===== src/rtl/cf_math_pkg.sv =====
// -----------------------------------------------------------------------------
// cf_math_pkg
// Shared elaboration-time math helpers for index and counter sizing.
//
// Contents:
//   idx_width(n) : bits needed to hold an index into n items, with a minimum
//                  of one so that single-entry vectors still get a real port.
// -----------------------------------------------------------------------------
package cf_math_pkg;

    function automatic int idx_width(input int n);
        return (n > 1) ? $clog2(n) : 1;
    endfunction

endpackage


===== src/rtl/tick_divider.sv =====
// -----------------------------------------------------------------------------
// tick_divider
// Free-running divider that emits a registered one-cycle tick once every
// DivFactor clock cycles. The first tick appears after the DivFactor-th rising
// edge following reset release. There is no enable input.
//
// Ports:
//   clk_i        in   1  clock, rising edge
//   rst_i        in   1  asynchronous active-high reset, clears cnt and tick
//   prescaled_o  out  1  registered tick
// -----------------------------------------------------------------------------
module tick_divider
    import cf_math_pkg::*;
#(
    parameter int DivFactor = 1
) (
    input  logic clk_i,
    input  logic rst_i,
    output logic prescaled_o
);

    localparam int              CntW   = idx_width(DivFactor);
    localparam logic [CntW-1:0] CntMax = CntW'(DivFactor - 1);

    logic [CntW-1:0] cnt;

    // NOTE: sequential state uses non-blocking assignments so every flop
    // samples the pre-edge values, independent of statement order.
    always_ff @(posedge clk_i or posedge rst_i) begin
        if (rst_i) begin
            cnt         <= '0;
            prescaled_o <= 1'b0;
        end else if (cnt == CntMax) begin
            cnt         <= '0;
            prescaled_o <= 1'b1;
        end else begin
            cnt         <= cnt + CntW'(1);
            prescaled_o <= 1'b0;
        end
    end

endmodule


===== src/rtl/guard_idx_prescale.sv =====
// -----------------------------------------------------------------------------
// guard_idx_prescale
// Slot allocator helper bundle:
//   - lowest-free-slot finder (trailing-zero count) built as a balanced tree
//   - one-hot to binary encoder with a multi-hot error flag
//   - free-running tick prescaler (tick_divider)
// The finder and encoder are purely combinational and ignore reset.
//
// Ports:
//   clk_i         in   1        clock, rising edge
//   rst_i         in   1        asynchronous active-high reset (prescaler only)
//   free_i        in   Width    bit i set means slot i is free
//   free_idx_o    out  IdxW     lowest set-bit index of free_i, 0 when empty
//   empty_o       out  1        free_i is all zero
//   onehot_i      in   OhWidth  one-hot match vector
//   bin_o         out  OhIdxW   OR of the indices of all set bits of onehot_i
//   onehot_err_o  out  1        more than one bit of onehot_i is set
//   prescaled_o   out  1        registered tick every DivFactor cycles
// -----------------------------------------------------------------------------
module guard_idx_prescale
    import cf_math_pkg::*;
#(
    parameter  int Width     = 8,
    parameter  int OhWidth   = 4,
    parameter  int DivFactor = 1,
    localparam int IdxW      = idx_width(Width),
    localparam int OhIdxW    = idx_width(OhWidth)
) (
    input  logic              clk_i,
    input  logic              rst_i,
    input  logic [Width-1:0]  free_i,
    output logic [IdxW-1:0]   free_idx_o,
    output logic              empty_o,
    input  logic [OhWidth-1:0] onehot_i,
    output logic [OhIdxW-1:0] bin_o,
    output logic              onehot_err_o,
    output logic              prescaled_o
);

    // Illegal parameterisations stop elaboration outright.
    if (Width < 1) begin : g_bad_width
        $fatal(1, "guard_idx_prescale: Width must be at least 1");
    end
    if (OhWidth < 1) begin : g_bad_oh_width
        $fatal(1, "guard_idx_prescale: OhWidth must be at least 1");
    end
    if (DivFactor < 1) begin : g_bad_div
        $fatal(1, "guard_idx_prescale: DivFactor must be at least 1");
    end

    // ------------------------------------------------------------------
    // Lowest-set-bit tree. The input is padded to a power of two; each
    // level halves the node count. A node carries "subtree has a set bit"
    // and the absolute index of its lowest set bit; the left (lower) child
    // wins whenever it is valid. Each level is a separate signal so there
    // is no apparent combinational feedback within one vector.
    // ------------------------------------------------------------------
    localparam int Pad = 1 << IdxW;

    logic [Pad-1:0] free_pad;
    assign free_pad = Pad'(free_i);

    // NOTE: every tree node is a continuous assign, so each output has a
    // value for all inputs and no latch can be inferred.
    for (genvar l = 0; l <= IdxW; l++) begin : g_lvl
        localparam int Nodes = Pad >> l;

        logic [Nodes-1:0] vld;
        logic [IdxW-1:0]  idx [Nodes];

        for (genvar j = 0; j < Nodes; j++) begin : g_node
            if (l == 0) begin : g_leaf
                assign vld[j] = free_pad[j];
                assign idx[j] = IdxW'(j);
            end else begin : g_merge
                assign vld[j] = g_lvl[l-1].vld[2*j] | g_lvl[l-1].vld[2*j+1];
                assign idx[j] = g_lvl[l-1].vld[2*j] ? g_lvl[l-1].idx[2*j]
                                                    : g_lvl[l-1].idx[2*j+1];
            end
        end
    end

    // With no free slot the root index would point at the top leaf; force 0.
    assign empty_o    = ~g_lvl[IdxW].vld[0];
    assign free_idx_o = g_lvl[IdxW].vld[0] ? g_lvl[IdxW].idx[0] : '0;

    // ------------------------------------------------------------------
    // One-hot encoder: output bit b is the OR of every input bit whose
    // index has bit b set. Multi-hot inputs therefore yield the OR of
    // their indices, which is the defined behaviour.
    // ------------------------------------------------------------------
    for (genvar b = 0; b < OhIdxW; b++) begin : g_bin
        logic [OhWidth-1:0] mask;
        for (genvar i = 0; i < OhWidth; i++) begin : g_mask
            assign mask[i] = 1'((i >> b) & 1);
        end
        assign bin_o[b] = |(onehot_i & mask);
    end

    // Clearing the lowest set bit leaves something only if two or more were set.
    assign onehot_err_o = |(onehot_i & (onehot_i - OhWidth'(1)));

    // ------------------------------------------------------------------
    // Prescaler
    // ------------------------------------------------------------------
    tick_divider #(
        .DivFactor (DivFactor)
    ) u_tick_divider (
        .clk_i       (clk_i),
        .rst_i       (rst_i),
        .prescaled_o (prescaled_o)
    );

endmodule


===== config.mk =====
export PLATFORM = sky130hd
export DESIGN_NAME = guard_idx_prescale
export DESIGN_NICKNAME = d
export VERILOG_FILES = /design/src/rtl/cf_math_pkg.sv /design/src/rtl/tick_divider.sv /design/src/rtl/guard_idx_prescale.sv
export SDC_FILE = /design/constraint.sdc
export NUM_CORES = 1
export LEC_CHECK = 0
export CAP_MARGIN = 10
export CORE_AREA = 2 2 39 41
export CTS_CLUSTER_SIZE = 12
export DETAILED_ROUTE_END_ITERATION = 8
export DIE_AREA = 0 0 41 43
export GPL_TIMING_DRIVEN = 1
export PLACE_DENSITY = 0.53
export SETUP_SLACK_MARGIN = 0.05
export SYNTH_ARGS = -nofsm -noshare
export SYNTH_HDL_FRONTEND = slang
export SYNTH_HIERARCHICAL = 1
export SYNTH_SLANG_ARGS = --single-unit

===== constraint.sdc =====
create_clock -name clk_i -period 0.9 [get_ports clk_i]
set_clock_uncertainty 0.2 [all_clocks]
set_input_delay 0.09 -clock clk_i [delete_from_list [all_inputs] [get_ports clk_i]]
set_output_delay 0.09 -clock clk_i [all_outputs]
set_load 0.01 [all_outputs]

==> results of run 1 <==
cell families after synthesis:
family,Yosys count,share of synthesized area (%)
compound gates,8,41.0
buf+inv,2,4.91
flops,1,16.4
other cells,1,2.46
simple gates,11,35.3
per-layer routing:
metal | GRT usage [%] | share of wire [%] | vias up
met2 | 10.3 | 50 | 10
met5 | 0 | 0 | -
met4 | 0 | 0 | 0
li1 | - | - | 126
met1 | 11.8 | 41 | 110
met3 | 0 | 8.6 | 0
cells in the mapped netlist:
cell type	count	area, µm²
nor2_1	5	18.8
a21oi_1	2	10.0
nand2_1	2	7.51
a211oi_1	1	7.51
a21boi_1	1	7.51
a21oi_2	1	8.76
conb_1	1	3.75
dfrtp_1	1	25.0
inv_1	1	3.75
inv_2	1	3.75
nor2_2	1	6.26
nor2b_1	1	6.26
o21ai_1	1	5.00
o21bai_1	1	7.51
o41ai_2	1	16.3
or2_1	1	6.26
or2_4	1	8.76
path summary, 6_finish.rpt:
check                                                        to  slack, ps  cells past startpoint
setup / recovery                                        empty_o       -100                      6
max in group asynchronous  u_tick_divider/prescaled_o$_DFF_PP0_        370                      2
min in group clk_i                                free_idx_o[0]        260                      3
hold / removal             u_tick_divider/prescaled_o$_DFF_PP0_         40                      2
metrics by stage:
step	hold slack, ps	utilization [%]	power [mW]	cells
global route	78.3	31.7	0.239	64
global placement	31.9	27.7	0.201	60
finish	37.2	31.7	0.227	64
CTS	42.2	25.7	0.187	61
floorplan	-381	-	0.0934	23
detailed placement	41.3	27.7	0.201	60
power groups by stage:
| stage | Clock, mW | Combinational, mW | Sequential (mW) |
|---|---|---|---|
| 2_1_floorplan | 0 | 0.0435 | 0.0499 |
| 3_3_place_gp | 0 | 0.153 | 0.0485 |
| 3_5_place_dp | 0 | 0.153 | 0.0486 |
| 4_1_cts | 0 | 0.138 | 0.0486 |
| 5_1_grt | 0 | 0.191 | 0.0488 |
| 6_report | 0 | 0.179 | 0.0484 |
cell type report:
class	count	area, µm²
flip-flops and latches	1	25.0
multi-input cells	20	171
inverters	2	7.51
fillers	161	945
well taps	16	20.0
repair buffers	25	215
repair_timing:
item                       CTS  global route
setup buffers                1             3
pin swaps                   11            12
setup endpoints to repair    8             7
resized for setup           86            24
==> results.md, run 1 <==
* Vias at ~250
* Hold_buf cts at 0
* Setup TNS at -396 ps
* Final Cycle Share at 111%
* Post-Syn Nets at 37
* Worst EP required at approximately 610 ps
* Starting Density at roughly 11%
* Clock power share at 0%
* Global-route wire length before repair at 945 µm
* MaxCap Viol Count at 0
* Lkg Pwr at a little under 0.2 nW
* Sequential share of the synthesized area at about 16%
* Final ANT Viol Nets at 0
* Final setup viols at 6
* Slew Limit Fails at 0
* Final wirelength at between 600 and 700 µm
* Worst vdd ir at 0.168 mV
* Slowest library cell on the worst path: buf_2
* Post-detail-place hpwl at between 400 and 500 µm
* Comb power frac at between 70 and 80%
* Synth unique cells at 17
* IO Count at 22
* Critical Path Source: free_i[6]
* Critical path fanouts, max at 2
* Pint at around 0.15 mW
* Gr usage total at around 7%
* Initial antenna violation count at 0
* Critical Path End Type: output pin
* 1st-iter DRT viols at 0
* Top delay family on crit path: buffers and inverters
* Row count at 14
* CP Cell Sequence: buf_8 > buf_6 > nor2_4 > nand2_2 > nor2_2 > buf_2
* Share of power burned in registers at 21.3%
* Pwr dens at approximately 520 nW/µm²
* Cell Area, Placed at about 380 µm²
* Register with the most flip-flops: u_tick_divider/prescaled_o
* Post-route cell area at roughly 440 µm²
* Flops & latches, synth at 1
* Buffers on Ports at 21
* Chip width at around 40 µm
* CTS clk-pin slew, worst paths at 0 ps
* Status: finished, violations left
* Share of layout cells above drive strength 1 at 79.2%
* Pin count of the biggest net entering global routing at 4
* Drc violations at 0
* DR pass1 iterations at 1
* Most frequent cells in the layout: 10 x buf_6, 9 x buf_2, 4 x nor2_4
* RSZ-0062 raised after global routing: true
* Worst Path Class, Setup: input port to output pin
* CP peak stage delay at ~130 ps
* Worst Path Arrival at between 700 and 800 ps
* Max Freq at roughly 1000 MHz
* Yosys warning count at 6
* Number of global-route vias before repair at 226
* Switching Fraction at between 30 and 40%
* Avg Inst Size Synth at around 6.6 µm²
* Grt total ovfl at 0
* Max reg flops at 1
* Hold Path Class: input port to asynchronous set/reset pin
* Violated checks: negative setup slack
* Setup ws final at -97.9 ps
* WL/cell at between 9 and 10 µm
* Area growth, synth to finish at 188%
* DIE HEIGHT at 43 µm
* Min cycle time layout at approximately 1000 ps
* Buffers plus inverters on the worst setup path at 3
* Antenna cells at 0
* Vias/cell at about 3.8
* DIE AREA at about 1800 µm²
* Psw at 0.0747 mW
* Nets@finish at 64
* Top Registers: u_tick_divider/prescaled_o: 1 flops
* Fin. Hold Viols at 0
* Core area at 1380 µm²
* Nature of the critical path startpoint: input port
* Worst slack, placed at -863 ps
* Synth Instances at 23
* Commonest non-fill, non-tap cell in the layout: buf_6
* Post-Syn Area at 153 µm²
* GP Congestion at 0.598
No activity file was read; power rests on OpenSTA's default activity.
==> run 2: changes to the inputs <==
Settings changed: SLEW_MARGIN from default to 40.
==> results of run 2 <==
The final DEF is identical to that of run 1; final timing and power are the same.
==> run 3: changes to the inputs <==
--- a/config.mk
+++ b/config.mk
@@ -18,3 +18,3 @@
 export SYNTH_HDL_FRONTEND = slang
-export SYNTH_HIERARCHICAL = 1
 export SYNTH_SLANG_ARGS = --single-unit
+export TNS_END_PERCENT = 50
--- a/constraint.sdc
+++ b/constraint.sdc
@@ -4,2 +4,2 @@
 set_output_delay 0.09 -clock clk_i [all_outputs]
-set_load 0.01 [all_outputs]
+set_load 0.02 [all_outputs]
==> run 3 against run 2 <==
Sequential share of layout area increased by 0.20 points. Routed wire length is 9.9% lower. Total power up 6.4%. Flip-flop and latch count unchanged. Utilization down 1.1 points. The flow still finishes with violations (negative setup slack). Worst hold slack gained 0.54 ps.
==> results.md, run 3 <==
* RSZ-0062 raised after global routing: true
* Critical Path End Type: output pin
* Post-CTS Setup Inserts at 0 (-1)
* Final wirelength at 555 µm (-9.9%)
* Synth Flop Type: dfrtp_1
* DIE AREA at 1760 µm² (unchanged)
* MaxCap Viol Count at 0 (unchanged)
* Worst slack, placed at -1010 ps (-148 ps)
* Share of layout cells above drive strength 1 at 80.0% (+0.83 points)
* Area leader, netlist: dfrtp_1
* Commonest non-fill, non-tap cell in the layout: buf_6
* Global-route wire length before repair at 855 µm (-9.5%)
* Violated checks: negative setup slack
* Avg Inst Size Synth at 6.46 µm² (-2.6%)
* EDFF count, synth at 0 (unchanged)
* Min cycle time layout at 1010 ps (+15.5 ps)
* Commonest cells post-synth: 5 x nor2_1, 3 x a21oi_1, 3 x inv_1
* Register area at 25.0 µm² (unchanged)
* CTS clk-pin slew, worst paths at 0 ps (unchanged)
* Area occupied by multi-input gates at 185 µm² (+8.0%)
* Nature of the critical path startpoint: input port
* Sequential share of the synthesized area at 16.1% (-0.26 points)
* Final Cycle Share at 113% (+1.7 points)
* WL/cell at 9.10 µm (-5.5%)
* Post-Syn Area at 155 µm² (+1.6%)
* Core area at 1380 µm² (unchanged)
* Worst Path Class, Setup: input port to output pin
* Final setup viols at 5 (-1)
* DR pass1 iterations at 1 (unchanged)
* Row count at 14 (unchanged)
* Status: finished, violations left
* Area growth, synth to finish at 173%
* Starting Density at 11.2% (+0.18 points)
* Synth unique cells at 15 (-2)
* Post-detail-place hpwl at 442 µm (+1.1%)
* Grt total ovfl at 0 (unchanged)
* Post-Syn Nets at 38 (+2.7%)
* Slew Limit Fails at 0 (unchanged)
* Synth Instances at 24 (+4.3%)
* Synth async-reset ratio at 100% (unchanged)
* Max Freq at 987 MHz (-1.5%)
* Antenna cells at 0 (unchanged)
* Yosys warning count at 0 (-6)
* Nets@finish at 61 (-4.7%)
* Buffers on Ports at 21 (unchanged)
* IO Count at 22 (unchanged)
* Most frequent cell after synthesis: nor2_1
* Final ANT Viol Nets at 0 (unchanged)
* Critical Path Source: free_i[3]
* Setup ws final at -113 ps (-15.5 ps)
* Max reg flops at 1 (unchanged)
* Most frequent cells in the layout: 8 x buf_6, 5 x buf_2, 5 x buf_4
* Worst EP required at 610 ps (about the same)
* Fin. Hold Viols at 0 (unchanged)
* Post-synth top area share at 16.1% (-0.26 points)
* Chip width at 41 µm (unchanged)
* Number of global-route vias before repair at 233 (+3.1%)
* Flops & latches, synth at 1 (unchanged)
* Pwr dens at 570 nW/µm² (+10%)
* Pin count of the biggest net entering global routing at 5 (+1)
* Tot Pwr at 0.242 mW (+6.4%)
* Core Util, Final at 30.7% (-1.1 points)
* Worst vdd ir at 0.143 mV (-15%)
* Filler instances at 158 (-1.9%)
* Synth top area cells: dfrtp_1 16%, nor2_1 12%, o41ai_2 10%, a21oi_1 9.7%, inv_1 7.3%
* 1st-iter DRT viols at 0 (unchanged)
* Worst Path Arrival at 720 ps (about the same)
* Top Registers: u_tick_divider.prescaled_o: 1 flops
* Hold Path Class: input port to asynchronous set/reset pin
* DIE HEIGHT at 43 µm (unchanged)
* Lkg Pwr at 0.189 nW (-4.4%)
* Vias at 248 (+0.81%)
* GP Congestion at 0.513 (-14%)
* Initial antenna violation count at 0 (unchanged)
* Vias/cell at 4.07 (+5.8%)
* Gr usage total at 6.31% (-0.70 points)
* Critical path fanouts, max at 2 (unchanged)
* Drc violations at 0 (unchanged)
* Register with the most flip-flops: u_tick_divider.prescaled_o
-- run 3: critical path, stage by stage --
cell and delay, ps:
buf_6 90, nor3b_4 140, a21oi_2 150, o41ai_4 90, buf_4 160
-- run 3: worst paths after layout --
kind / to / cells past startpoint
max: free_idx_o[0] / 5
min: u_tick_divider.prescaled_o$_DFF_PP0_ / 2
max in group asynchronous: u_tick_divider.prescaled_o$_DFF_PP0_ / 2
min in group clk_i: bin_o[1] / 3
-- run 3: layout make-up --
cell class	count	area share, %
multi-input cells	20	43.7
inverters	3	2.65
well taps	16	4.72
flip-flops and latches	1	5.90
repair buffers	21	43.1
-- run 3: through the flow --
step                      setup TNS [ps]  instance area (µm²)  instances  hold WS [ps]
after floorplan                    -59.1                  166         24          -381
after detailed placement           -6530                  397         61          38.7
after CTS                           -460                  410         61          39.9
after global placement             -6590                  397         61          33.1
after global routing                -530                  424         61          48.2
final                               -368                  424         61          37.8
-- run 3: metal layers --
layer	vias up	part of all wire [%]	track usage, %
li1	122	-	-
met1	113	34	7.32
met4	0	0	0
met3	0	12	0.524
met2	13	54	12.2
met5	-	0	0
-- run 3: what timing repair did --
item / 4_1_cts / 5_1_grt
hold endpoints to repair: 0 / 0
pin swaps: 10 / 4
gates resized for setup: 110 / 6
setup endpoints to repair: 8 / 7
hold buffers: 0 / 0
-- run 3: kinds of logic after synthesis --
group | share of synthesized area [%]
flip-flops | 16.1
buffers and inverters | 7.26
AO/OA/AOI/OAI | 38.7
other | 2.42
AND/OR/NAND/NOR | 35.5
-- run 3: power breakdown --
group / switching (mW) / total (mW) / internal [mW]
sequential: 0.000371 / 0.0484 / 0.0480
clock: 0 / 0 / 0
combinational: 0.0910 / 0.193 / 0.102
total: 0.0913 / 0.242 / 0.150
